File: src/rtl/vga_sync_rx_if.sv
// vga_sync_rx_if: sync-input / timing-output bundle of the VGA sync receiver.
//   hs_in, vs_in       raw active-low syncs (driven by the source side)
//   hs_pulse, vs_pulse 1-cycle line / frame start strobes
//   x_out, y_out       pixel coordinates since line / frame start
//   line_len           last measured line length (clocks)
//   frame_lines        last measured frame height (lines)
//   locked             timing stable
//   err_cnt            LOCKED->SEARCH event count (only with VGA_SYNC_RX_ERRCNT_EN)
// master = sync source / consumer side, slave = vga_sync_rx.
interface vga_sync_rx_if #(
  parameter int XW = 10,
  parameter int YW = 9
);
  logic          hs_in;
  logic          vs_in;
  logic          hs_pulse;
  logic          vs_pulse;
  logic [XW-1:0] x_out;
  logic [YW-1:0] y_out;
  logic [XW-1:0] line_len;
  logic [YW-1:0] frame_lines;
  logic          locked;
`ifdef VGA_SYNC_RX_ERRCNT_EN
  logic [7:0]    err_cnt;

  modport master (output hs_in, vs_in,
                  input  hs_pulse, vs_pulse, x_out, y_out, line_len, frame_lines, locked,
                         err_cnt);
  modport slave  (input  hs_in, vs_in,
                  output hs_pulse, vs_pulse, x_out, y_out, line_len, frame_lines, locked,
                         err_cnt);
`else
  modport master (output hs_in, vs_in,
                  input  hs_pulse, vs_pulse, x_out, y_out, line_len, frame_lines, locked);
  modport slave  (input  hs_in, vs_in,
                  output hs_pulse, vs_pulse, x_out, y_out, line_len, frame_lines, locked);
`endif
endinterface

File: src/rtl/vga_sync_rx.sv
// vga_sync_rx: recovers line/frame timing from raw active-low hsync/vsync, measures
// line length and frame height, locks once both are stable and reports pixel coordinates.
// Ports:
//   clk    pixel clock, rising edge
//   rst_n  asynchronous active-low reset
//   bus    vga_sync_rx_if.slave (syncs in; strobes, coordinates, measurements, lock out)
// Optional: define VGA_SYNC_RX_ERRCNT_EN to add bus.err_cnt, a saturating count of
// LOCKED->SEARCH transitions, cleared only by rst_n.
module vga_sync_rx #(
  parameter int XW          = 10,
  parameter int YW          = 9,
  parameter int LOCK_FRAMES = 2
) (
  input  logic          clk,
  input  logic          rst_n,
  vga_sync_rx_if.slave  bus
);

  typedef enum logic [1:0] {SEARCH, MEASURE, LOCKED} state_t;

  localparam logic [XW-1:0] XMAX = '1;
  localparam logic [YW-1:0] YMAX = '1;

  // [0]/[1] = synchroniser, [2] = history; idle (high) out of reset
  logic [2:0]    r_hs_sh, r_vs_sh;
  logic          r_hsp, r_vsp, r_pend;
  logic [XW-1:0] r_hcnt, r_len, r_ref_len;
  logic [YW-1:0] r_vcnt, r_flines, r_prev_lines;
  state_t        r_state;
  logic          r_locked, r_ref_ok, r_prev_ok, r_bad;
  logic [15:0]   r_cnt;

  logic          w_hfall, w_vfall, w_fstart, w_htmo, w_vtmo;
  logic          w_line_ok, w_frm_ok;
  logic [XW-1:0] w_len;
  logic [YW-1:0] w_flines;
  logic [15:0]   w_cnt_nxt;

  always_ff @(posedge clk or negedge rst_n) begin
    if (!rst_n) begin
      r_hs_sh <= '1;
      r_vs_sh <= '1;
    end else begin
      r_hs_sh <= {r_hs_sh[1:0], bus.hs_in};
      r_vs_sh <= {r_vs_sh[1:0], bus.vs_in};
    end
  end

  assign w_hfall   = r_hs_sh[2] & ~r_hs_sh[1];
  assign w_vfall   = r_vs_sh[2] & ~r_vs_sh[1];
  // a vsync fall starts the frame on the same line start or, if it came mid-line,
  // on the next one
  assign w_fstart  = w_hfall & (w_vfall | r_pend);
  assign w_len     = r_hcnt + XW'(1);
  assign w_flines  = r_vcnt + YW'(1);
  assign w_htmo    = ~w_hfall & (r_hcnt == XMAX);
  assign w_vtmo    = w_hfall & ~w_fstart & (r_vcnt == YMAX);
  // before a reference exists the first measurement is accepted and becomes it
  assign w_line_ok = ~r_ref_ok  | (w_len == r_ref_len);
  assign w_frm_ok  = ~r_prev_ok | (w_flines == r_prev_lines);
  assign w_cnt_nxt = r_cnt + 16'd1;

  // line/frame counters and strobes
  always_ff @(posedge clk or negedge rst_n) begin
    if (!rst_n) begin
      r_hcnt   <= '0;
      r_vcnt   <= '0;
      r_len    <= '0;
      r_flines <= '0;
      r_pend   <= 1'b0;
      r_hsp    <= 1'b0;
      r_vsp    <= 1'b0;
    end else begin
      r_hsp <= w_hfall;
      r_vsp <= w_fstart;
      if (w_hfall) begin
        r_hcnt <= '0;
        r_len  <= w_len;
      end else if (!w_htmo) begin
        r_hcnt <= r_hcnt + XW'(1);
      end
      if (w_fstart) begin
        r_vcnt   <= '0;
        r_flines <= w_flines;
        r_pend   <= 1'b0;
      end else begin
        if (w_vfall)             r_pend <= 1'b1;
        if (w_hfall && !w_vtmo)  r_vcnt <= r_vcnt + YW'(1);
      end
    end
  end

`ifdef VGA_SYNC_RX_ERRCNT_EN
  logic [7:0] r_err;
`endif

  // lock FSM
  always_ff @(posedge clk or negedge rst_n) begin
    if (!rst_n) begin
      r_state      <= SEARCH;
      r_locked     <= 1'b0;
      r_ref_len    <= '0;
      r_ref_ok     <= 1'b0;
      r_prev_lines <= '0;
      r_prev_ok    <= 1'b0;
      r_bad        <= 1'b0;
      r_cnt        <= '0;
`ifdef VGA_SYNC_RX_ERRCNT_EN
      r_err        <= '0;
`endif
    end else begin
      case (r_state)
        SEARCH: begin
          if (w_fstart) begin
            r_state   <= MEASURE;
            r_ref_ok  <= 1'b0;
            r_prev_ok <= 1'b0;
            r_bad     <= 1'b0;
            r_cnt     <= '0;
          end
        end
        MEASURE: begin
          if (w_htmo || w_vtmo) begin
            r_state <= SEARCH;
          end else if (w_hfall) begin
            // the latest line length is always the reference going forward
            r_ref_len <= w_len;
            r_ref_ok  <= 1'b1;
            if (w_fstart) begin
              r_prev_lines <= w_flines;
              r_prev_ok    <= 1'b1;
              r_bad        <= 1'b0;
              if (r_bad || !w_line_ok || !w_frm_ok) begin
                r_cnt <= '0;
              end else if (int'(w_cnt_nxt) >= LOCK_FRAMES) begin
                r_state  <= LOCKED;
                r_locked <= 1'b1;
                r_cnt    <= '0;
              end else begin
                r_cnt <= w_cnt_nxt;
              end
            end else if (!w_line_ok) begin
              // frame in progress no longer counts toward lock
              r_bad <= 1'b1;
            end
          end
        end
        LOCKED: begin
          if (w_htmo || w_vtmo || (w_hfall && !w_line_ok) || (w_fstart && !w_frm_ok)) begin
            r_state  <= SEARCH;
            r_locked <= 1'b0;
`ifdef VGA_SYNC_RX_ERRCNT_EN
            if (r_err != 8'hFF) r_err <= r_err + 8'd1;
`endif
          end
        end
        default: begin
          r_state  <= SEARCH;
          r_locked <= 1'b0;
        end
      endcase
    end
  end

  assign bus.hs_pulse    = r_hsp;
  assign bus.vs_pulse    = r_vsp;
  assign bus.x_out       = r_hcnt;
  assign bus.y_out       = r_vcnt;
  assign bus.line_len    = r_len;
  assign bus.frame_lines = r_flines;
  assign bus.locked      = r_locked;
`ifdef VGA_SYNC_RX_ERRCNT_EN
  assign bus.err_cnt     = r_err;
`endif

endmodule

File: src/flat_wrapper.sv
// flat-port wrapper written by rule: the top's interface ports become plain ports
module vga_sync_rx_flat 
#(
  parameter int XW          = 10,
  parameter int YW          = 9,
  parameter int LOCK_FRAMES = 2
)
  (clk, rst_n, bus_hs_in, bus_vs_in, bus_hs_pulse, bus_vs_pulse, bus_x_out, bus_y_out, bus_line_len, bus_frame_lines, bus_locked);
  vga_sync_rx_if #(.XW(XW), .YW(YW)) bus_i ();
  input  logic clk;
  input  logic rst_n;
  input wire logic [$bits(bus_i.hs_in)-1:0] bus_hs_in;
  input wire logic [$bits(bus_i.vs_in)-1:0] bus_vs_in;
  output wire logic [$bits(bus_i.hs_pulse)-1:0] bus_hs_pulse;
  output wire logic [$bits(bus_i.vs_pulse)-1:0] bus_vs_pulse;
  output wire logic [$bits(bus_i.x_out)-1:0] bus_x_out;
  output wire logic [$bits(bus_i.y_out)-1:0] bus_y_out;
  output wire logic [$bits(bus_i.line_len)-1:0] bus_line_len;
  output wire logic [$bits(bus_i.frame_lines)-1:0] bus_frame_lines;
  output wire logic [$bits(bus_i.locked)-1:0] bus_locked;
  assign bus_i.hs_in = bus_hs_in;
  assign bus_i.vs_in = bus_vs_in;
  assign bus_hs_pulse = bus_i.hs_pulse;
  assign bus_vs_pulse = bus_i.vs_pulse;
  assign bus_x_out = bus_i.x_out;
  assign bus_y_out = bus_i.y_out;
  assign bus_line_len = bus_i.line_len;
  assign bus_frame_lines = bus_i.frame_lines;
  assign bus_locked = bus_i.locked;
  vga_sync_rx #(.XW(XW), .YW(YW), .LOCK_FRAMES(LOCK_FRAMES)) u_core (.clk(clk), .rst_n(rst_n), .bus(bus_i));
endmodule
File: config.mk
export PLATFORM = sky130hd
export DESIGN_NAME = vga_sync_rx_flat
export DESIGN_NICKNAME = d
export VERILOG_FILES = /design/src/rtl/vga_sync_rx_if.sv /design/src/rtl/vga_sync_rx.sv /design/src/flat_wrapper.sv
export SDC_FILE = /design/constraint.sdc
export NUM_CORES = 1
export LEC_CHECK = 0
export CAP_MARGIN = 20
export CORE_MARGIN = 3
export CORE_UTILIZATION = 47
export CTS_BUF_LIST = sky130_fd_sc_hd__clkbuf_4 sky130_fd_sc_hd__clkbuf_8
export DETAILED_ROUTE_END_ITERATION = 7
export GPL_ROUTABILITY_DRIVEN = 0
export PLACE_DENSITY = 0.68
export SLEW_MARGIN = 40
export SYNTH_ARGS = -nofsm -noshare
export SYNTH_HDL_FRONTEND = slang
export SYNTH_SLANG_ARGS = --single-unit
File: constraint.sdc
create_clock -name clk -period 3.7 [get_ports clk]
set_input_delay 0.925 -clock clk [delete_from_list [all_inputs] [get_ports clk]]
set_output_delay 0.925 -clock clk [all_outputs]
set_load 0.1 [all_outputs]
==> results of run 1 <==
[metrics by stage]
step,utilization [%],cells
2_1_floorplan,-,423
3_3_place_gp,53.6,559
3_5_place_dp,52.4,559
5_1_grt,54.9,575
4_1_cts,54.8,575
6_report,54.9,575
[cells by family (layout without fill, tap and decap cells)]
kind of cell	after synthesis	in the layout
and+or+nand+nor	168	168
AOI/OAI and AO/OA	90	90
DFF	88	88
xor gates and xnor gates	35	35
buffers and inverters	28	72
muxes	9	9
adders and majority gates	5	5
[where the power goes]
part	switching, uW	internal [uW]
clock network	362	353
logic	654	243
registers	107	1070
[Yosys cell counts (2+ instances only)]
cell type,count,area share [%]
xor2_1,16,3.3
a21o_2,2,0.41
nand2b_1,2,0.29
dfstp_2,6,3.7
or2_2,3,0.44
mux2i_1,4,0.94
nand2_1,64,5.7
mux2_2,5,1.3
o21ai_0,48,5.7
nor2_1,21,1.9
clkbuf_1,10,0.89
o221ai_1,2,0.41
a31oi_1,5,0.74
a21oi_1,11,1.3
o31ai_1,3,0.53
inv_1,7,0.62
nor2b_1,4,0.59
and2_1,15,2.2
nand3b_1,3,0.53
nor3_1,9,1.1
o32ai_1,2,0.41
ha_1,5,1.5
nand3_1,16,1.9
a211oi_1,2,0.35
a22o_1,4,0.83
nand3_2,2,0.47
a31o_2,2,0.41
buf_2,5,0.59
or3_1,6,0.89
dfrtp_1,82,48
nor4_1,4,0.59
xnor2_1,18,3.7
nor4bb_1,2,0.47
nor2_2,3,0.44
nand4_1,3,0.44
[routing by layer]
metal	wire length [um]	global-route usage, %
met4	89	5.83
met5	0	0
met2	4120	27.0
met1	4370	27.7
met3	315	3.81
[layout by cell type (no fill, tap or decap), types with 5 or more instances in the layout]
master	count
and2_1	15
mux2_2	5
or3_1	6
buf_2	22
o21ai_0	48
xnor2_1	18
nand2_1	64
xor2_1	16
dfstp_2	6
nor2_1	21
nor3_1	9
a21oi_1	11
ha_1	5
buf_4	23
nand3_1	16
inv_1	7
clkbuf_8	12
dfrtp_1	82
a31oi_1	5
[sequential cells by signal, summed over array words and instances, names as in the netlist]
register / count
u_core.bus.y_out: 9
u_core.r_hs_sh: 3
u_core.bus.vs_pulse: 1
u_core.bus.locked: 1
u_core.bus.x_out: 10
u_core.r_bad: 1
u_core.r_prev_lines: 9
u_core.r_ref_ok: 1
u_core.bus.hs_pulse: 1
u_core.r_vs_sh: 3
u_core.r_ref_len: 10
u_core.r_pend: 1
u_core.bus.line_len: 10
u_core.r_state: 2
u_core.bus.frame_lines: 9
u_core.r_cnt: 16
u_core.r_prev_ok: 1
[final cells by class]
| class | instances | area, sq um |
|---|---|---|
| clock inverters | 5 | 62.6 |
| fillers | 765 | 3960 |
| well taps | 108 | 135 |
| repair buffers | 48 | 317 |
| clock buffers | 11 | 151 |
| flip-flops and latches | 88 | 2210 |
| multi-input cells | 307 | 1900 |
| inverters | 8 | 30.0 |
[how the worst max path moves through the flow]
stage,startpoint,endpoint,slack [ps],cells after the start
after CTS,u_core.bus.y_out[0]$_DFFE_PN0P_,u_core.r_state[0]$_DFFE_PN0P_,380,12
after floorplan,u_core.bus.y_out[0]$_DFFE_PN0P_,u_core.r_state[0]$_DFFE_PN0P_,20,12
after global routing,u_core.bus.y_out[0]$_DFFE_PN0P_,u_core.r_state[0]$_DFFE_PN0P_,180,12
final,u_core.bus.y_out[0]$_DFFE_PN0P_,u_core.r_state[0]$_DFFE_PN0P_,370,12
after detailed placement,u_core.bus.y_out[0]$_DFFE_PN0P_,u_core.r_state[0]$_DFFE_PN0P_,400,12
after global placement,u_core.bus.y_out[0]$_DFFE_PN0P_,u_core.r_state[0]$_DFFE_PN0P_,470,12
==> impl_metrics.toml, run 1 <==
[worst_hold_path]
min_path_type = "reg -> reg"
hold_depth = 0
worstHoldStart = "u_core.r_vs_sh[0]$_DFF_PN1_"
min_to = "u_core.r_vs_sh[1]$_DFF_PN1_"

[clock_tree]
cts.repair.resized = 0
post_cts_buffers = 0
clkTransAtPathRegs_ps = 90
cts_hold_buf = 0
cts-htree-levels = 3
clk_path_buf_depth = 2
cts_buffers = 9
root_buffer = "clkbuf_8"
tritoncts = "done"
cts.sinks = 88
insertion_delay_ps = 360

[logic_synthesis]
syn_inst = 423
async_reset_ff_share_pct = 100
yosys_warnings = 0
syn_area_sq_um = 4240
synth.net_count = 432
synthXorXnorAreaFrac_pct = 7.40
synth-seq-cells = 88
synth_edf_count = 0
synth_ff_type = "dfrtp_1"
synth_simple_gate_area_share_pct = 20.3
synth_adder_area_share_pct = 1.47
synth-compound-area-share_pct = 13.4
syn_avg_cell_area_sq_um = 10.0
synthMuxAreaShare_pct = 2.27
ys_seq_area_share_pct = 52.1
synth_top_family_by_area = "simple AND/OR/NAND/NOR gates"
yosysUniqueCellTypes = 62

[detailed_routing]
drt-total-wl_um = 8900
wl_per_cell_um = 15.5
route.detailed.drc = 0
drt_first_pass_iters = 4
routed_via_density = 5.44
ant_nets = 0
first_iter_violations = 101
vias = 3129

[floorplanning]
core_region_area_sq_um = 8760
num_rows = 34
chipWidth_um = 101
ios = 45
die_h_um = 101
start_util_pct = 48.4
die-area_sq_um = 10200

[placed_design]
place_ws_ps = 398
dpl_cell_area_sq_um = 4590
io_buffers = 44
hpwl_um = 6230

[critical_path]
crit_chain = "ha_1 > and4_2 > and2_2 > and3_1 > ha_1 > xnor2_1 > nand3_1 > a2111oi_4 > and4_1 > a31oi_1 > or4_1 > a31o_1"
crit_top_cell = "ha_1"
r2r_slack_ps = 370
required_ps = 3950
r2r_start = "u_core.bus.y_out[0]$_DFFE_PN0P_"
end_kind = "flop"
start_kind = "flop"
slowest_delay_ps = 480
rr_worst_depth = 12
crit_buf_inv = 0
arrival_ps = 3580
path_max_fanout = 8
crit_type = "reg -> reg"
crit_family = "simple AND/OR/NAND/NOR gates"
cpMaxStageDelayCell = "dfrtp_1"
worstReg2RegEnd = "u_core.r_state[0]$_DFFE_PN0P_"

[sta]
worstMarginPinSlew_ps = 693
max_freq_mhz = 300
rsz0062_at_grt = "false"
hold_violations = 0
max_slew_margin_pct = 53.8
period_share_pct = 90.1
finalSetupViolations = 0
layout_setup_ws_ps = 367
min_period_ps = 3330
timing.final.max_slew_violations = 0
clock_skew_ps = 12.9
tns_ps = 0
whs_ps = 359

[power_and_ir_drop]
ir_drop_uv = 428
cellPowerDensity_nw_per_um2 = 580
p_leak_uw = 0.00217
power_uw = 2790

[global_routing]
grt_start_max_net_pins = 89
grtUsageTotal_pct = 18.5
overflow = 0
first_global_vias = 2951
antenna_found_initial = 0
grt_pass1_wl_um = 14900

[final_layout]
area_growth_pct = 13.3
num_antenna_cells = 0
drive_gt1_share_pct = 20.3
fin_nets = 471
final_area_sq_um = 4810

[run_status]
status = "completed"

[job]
max_cap_viol_count = 0
(Power assumes the default switching activity.)
==> inputs of run 2 (changes only) <==
Settings changed: CORE_UTILIZATION 47 to 35, PLACE_DENSITY 0.68 to default.
==> impl_metrics.toml, run 2 (synthesis gave the netlist of run 1 again) <==
[sta]
max_slew_margin_pct = 53.7
max_freq_mhz = 298
hold_violations = 0
finalSetupViolations = 0
rsz0062_at_grt = "false"
period_share_pct = 90.8
clock_skew_ps = 11.4
min_period_ps = 3360
worstMarginPinSlew_ps = 694
tns_ps = 0
layout_setup_ws_ps = 342
timing.final.max_slew_violations = 0

[final_layout]
num_antenna_cells = 0
largest_register_ff_count = 16
fin_nets = 472
mostFrequentLayoutCell = "dfrtp_1"
drive_gt1_share_pct = 20.5
largest_register = "u_core.r_cnt"
final_cell_mix = "dfrtp_1 (82), nand2_1 (64), o21ai_0 (48)"
area_growth_pct = 14.0
final_area_sq_um = 4840

[critical_path]
cpMaxStageDelayCell = "dfrtp_1"
crit_type = "reg -> reg"
crit_chain = "ha_1 > and4_2 > and2_2 > and3_1 > ha_1 > xnor2_1 > nand3_1 > a2111oi_4 > and4_1 > a31oi_1 > or4_1 > a31o_1"
slowest_delay_ps = 490
start_kind = "flop"
path_max_fanout = 8
r2r_slack_ps = 340
required_ps = 3960
crit_top_cell = "ha_1"
end_kind = "flop"
arrival_ps = 3620

[power_and_ir_drop]
power_uw = 2740
pwr-share-clk_pct = 24.1
power_switching_uw = 1110
p_seq_share_pct = 43.2
p_leak_uw = 0.00217
ir_drop_uv = 309
p_sw_share_pct = 40.5
cellPowerDensity_nw_per_um2 = 567
comb_power_share_pct = 32.8
p_int_uw = 1630

[clock_tree]
clk_path_buf_depth = 2
cts.repair.resized = 0
clkTransAtPathRegs_ps = 90
cts_buffers = 9
cts.sinks = 88
tritoncts = "done"
cts-htree-levels = 3
insertion_delay_ps = 360
cts_hold_buf = 0
root_buffer = "clkbuf_8"
post_cts_buffers = 0

[floorplanning]
num_rows = 39
start_util_pct = 36.5
ios = 45
core_region_area_sq_um = 11600
die-area_sq_um = 13500
chipWidth_um = 116
die_h_um = 116

[job]
max_cap_viol_count = 0

[detailed_routing]
wl_per_cell_um = 15.4
routed_via_density = 5.17
drt-total-wl_um = 9400
drt_first_pass_iters = 4
first_iter_violations = 146
vias = 3159
ant_nets = 0
route.detailed.drc = 0

[global_routing]
overflow = 0
grtUsageTotal_pct = 15.2
antenna_found_initial = 0
grt_start_max_net_pins = 86
grt_pass1_wl_um = 16000
first_global_vias = 3096

[placed_design]
place_ws_ps = 366
hpwl_um = 6580
io_buffers = 44
dpl_cell_area_sq_um = 4640

[worst_hold_path]
min_path_type = "reg -> reg"

[run_status]
status = "completed"
run 2: cell types whose count changed in the layout (fill, tap and decap cells not counted):
cell	before	now
clkbuf_8	12	10
inv_6	1	0
clkinv_4	1	0
clkbuf_4	0	1
clkinv_2	0	3
buf_4	23	24
run 2: metrics by stage:
step,hold slack [ps],util [%],cells
after floorplan,345,-,423
after global placement,348,40.9,595
after detailed placement,347,40.0,595
after CTS,364,41.6,611
after global routing,370,41.6,611
final,361,41.6,611
run 2: layout make-up:
type / count / area [sq um]
Fill cell: 1135 / 6780
Clock buffer: 10 / 131
Sequential cell: 88 / 2210
Multi-Input combinational cell: 307 / 1900
Inverter: 8 / 30.0
Tap cell: 143 / 179
Clock inverter: 6 / 60.1
Timing Repair Buffer: 49 / 324
run 2: critical path, delay by kind of cell (launching register included):
family,cells,cell delay [ps]
AOI/OAI and AO/OA,3,560
xor gates and xnor gates,1,180
adders and majority gates,2,630
DFF,1,490
and+or+nand+nor,6,1420
run 2: worst paths after layout:
kind                                                 start                         endpoint  cells after the start
min reg2reg                    u_core.r_hs_sh[0]$_DFF_PN1_      u_core.r_hs_sh[1]$_DFF_PN1_                      0
min                            u_core.r_hs_sh[0]$_DFF_PN1_      u_core.r_hs_sh[1]$_DFF_PN1_                      0
max reg2reg                u_core.bus.y_out[0]$_DFFE_PN0P_    u_core.r_state[0]$_DFFE_PN0P_                     12
min in group asynchronous                            rst_n  u_core.r_ref_len[9]$_DFFE_PN0P_                      1
max                        u_core.bus.y_out[0]$_DFFE_PN0P_    u_core.r_state[0]$_DFFE_PN0P_                     12
max in group asynchronous                            rst_n      u_core.r_hs_sh[2]$_DFF_PN1_                      2
run 2: power groups by stage:
stage	registers (uW)	logic, uW	clock network [uW]
2_1_floorplan	1550	353	0
4_1_cts	1180	906	682
6_report	1180	897	659
5_1_grt	1200	967	727
3_3_place_gp	1200	929	0
3_5_place_dp	1200	902	0
run 2: layer usage:
metal	vias up	track usage (%)	wire, um
li1	1552	-	-
met1	1540	21.5	4480
met2	54	23.1	4420
met3	13	2.66	313
met4	0	6.26	183
met5	-	0	0
==> inputs of run 3 (changes only) <==
Settings changed: ABC_CLOCK_PERIOD_IN_PS from default to 3700.
==> results of run 3 <==
Final layout, timing and power as in run 2 (identical DEF).
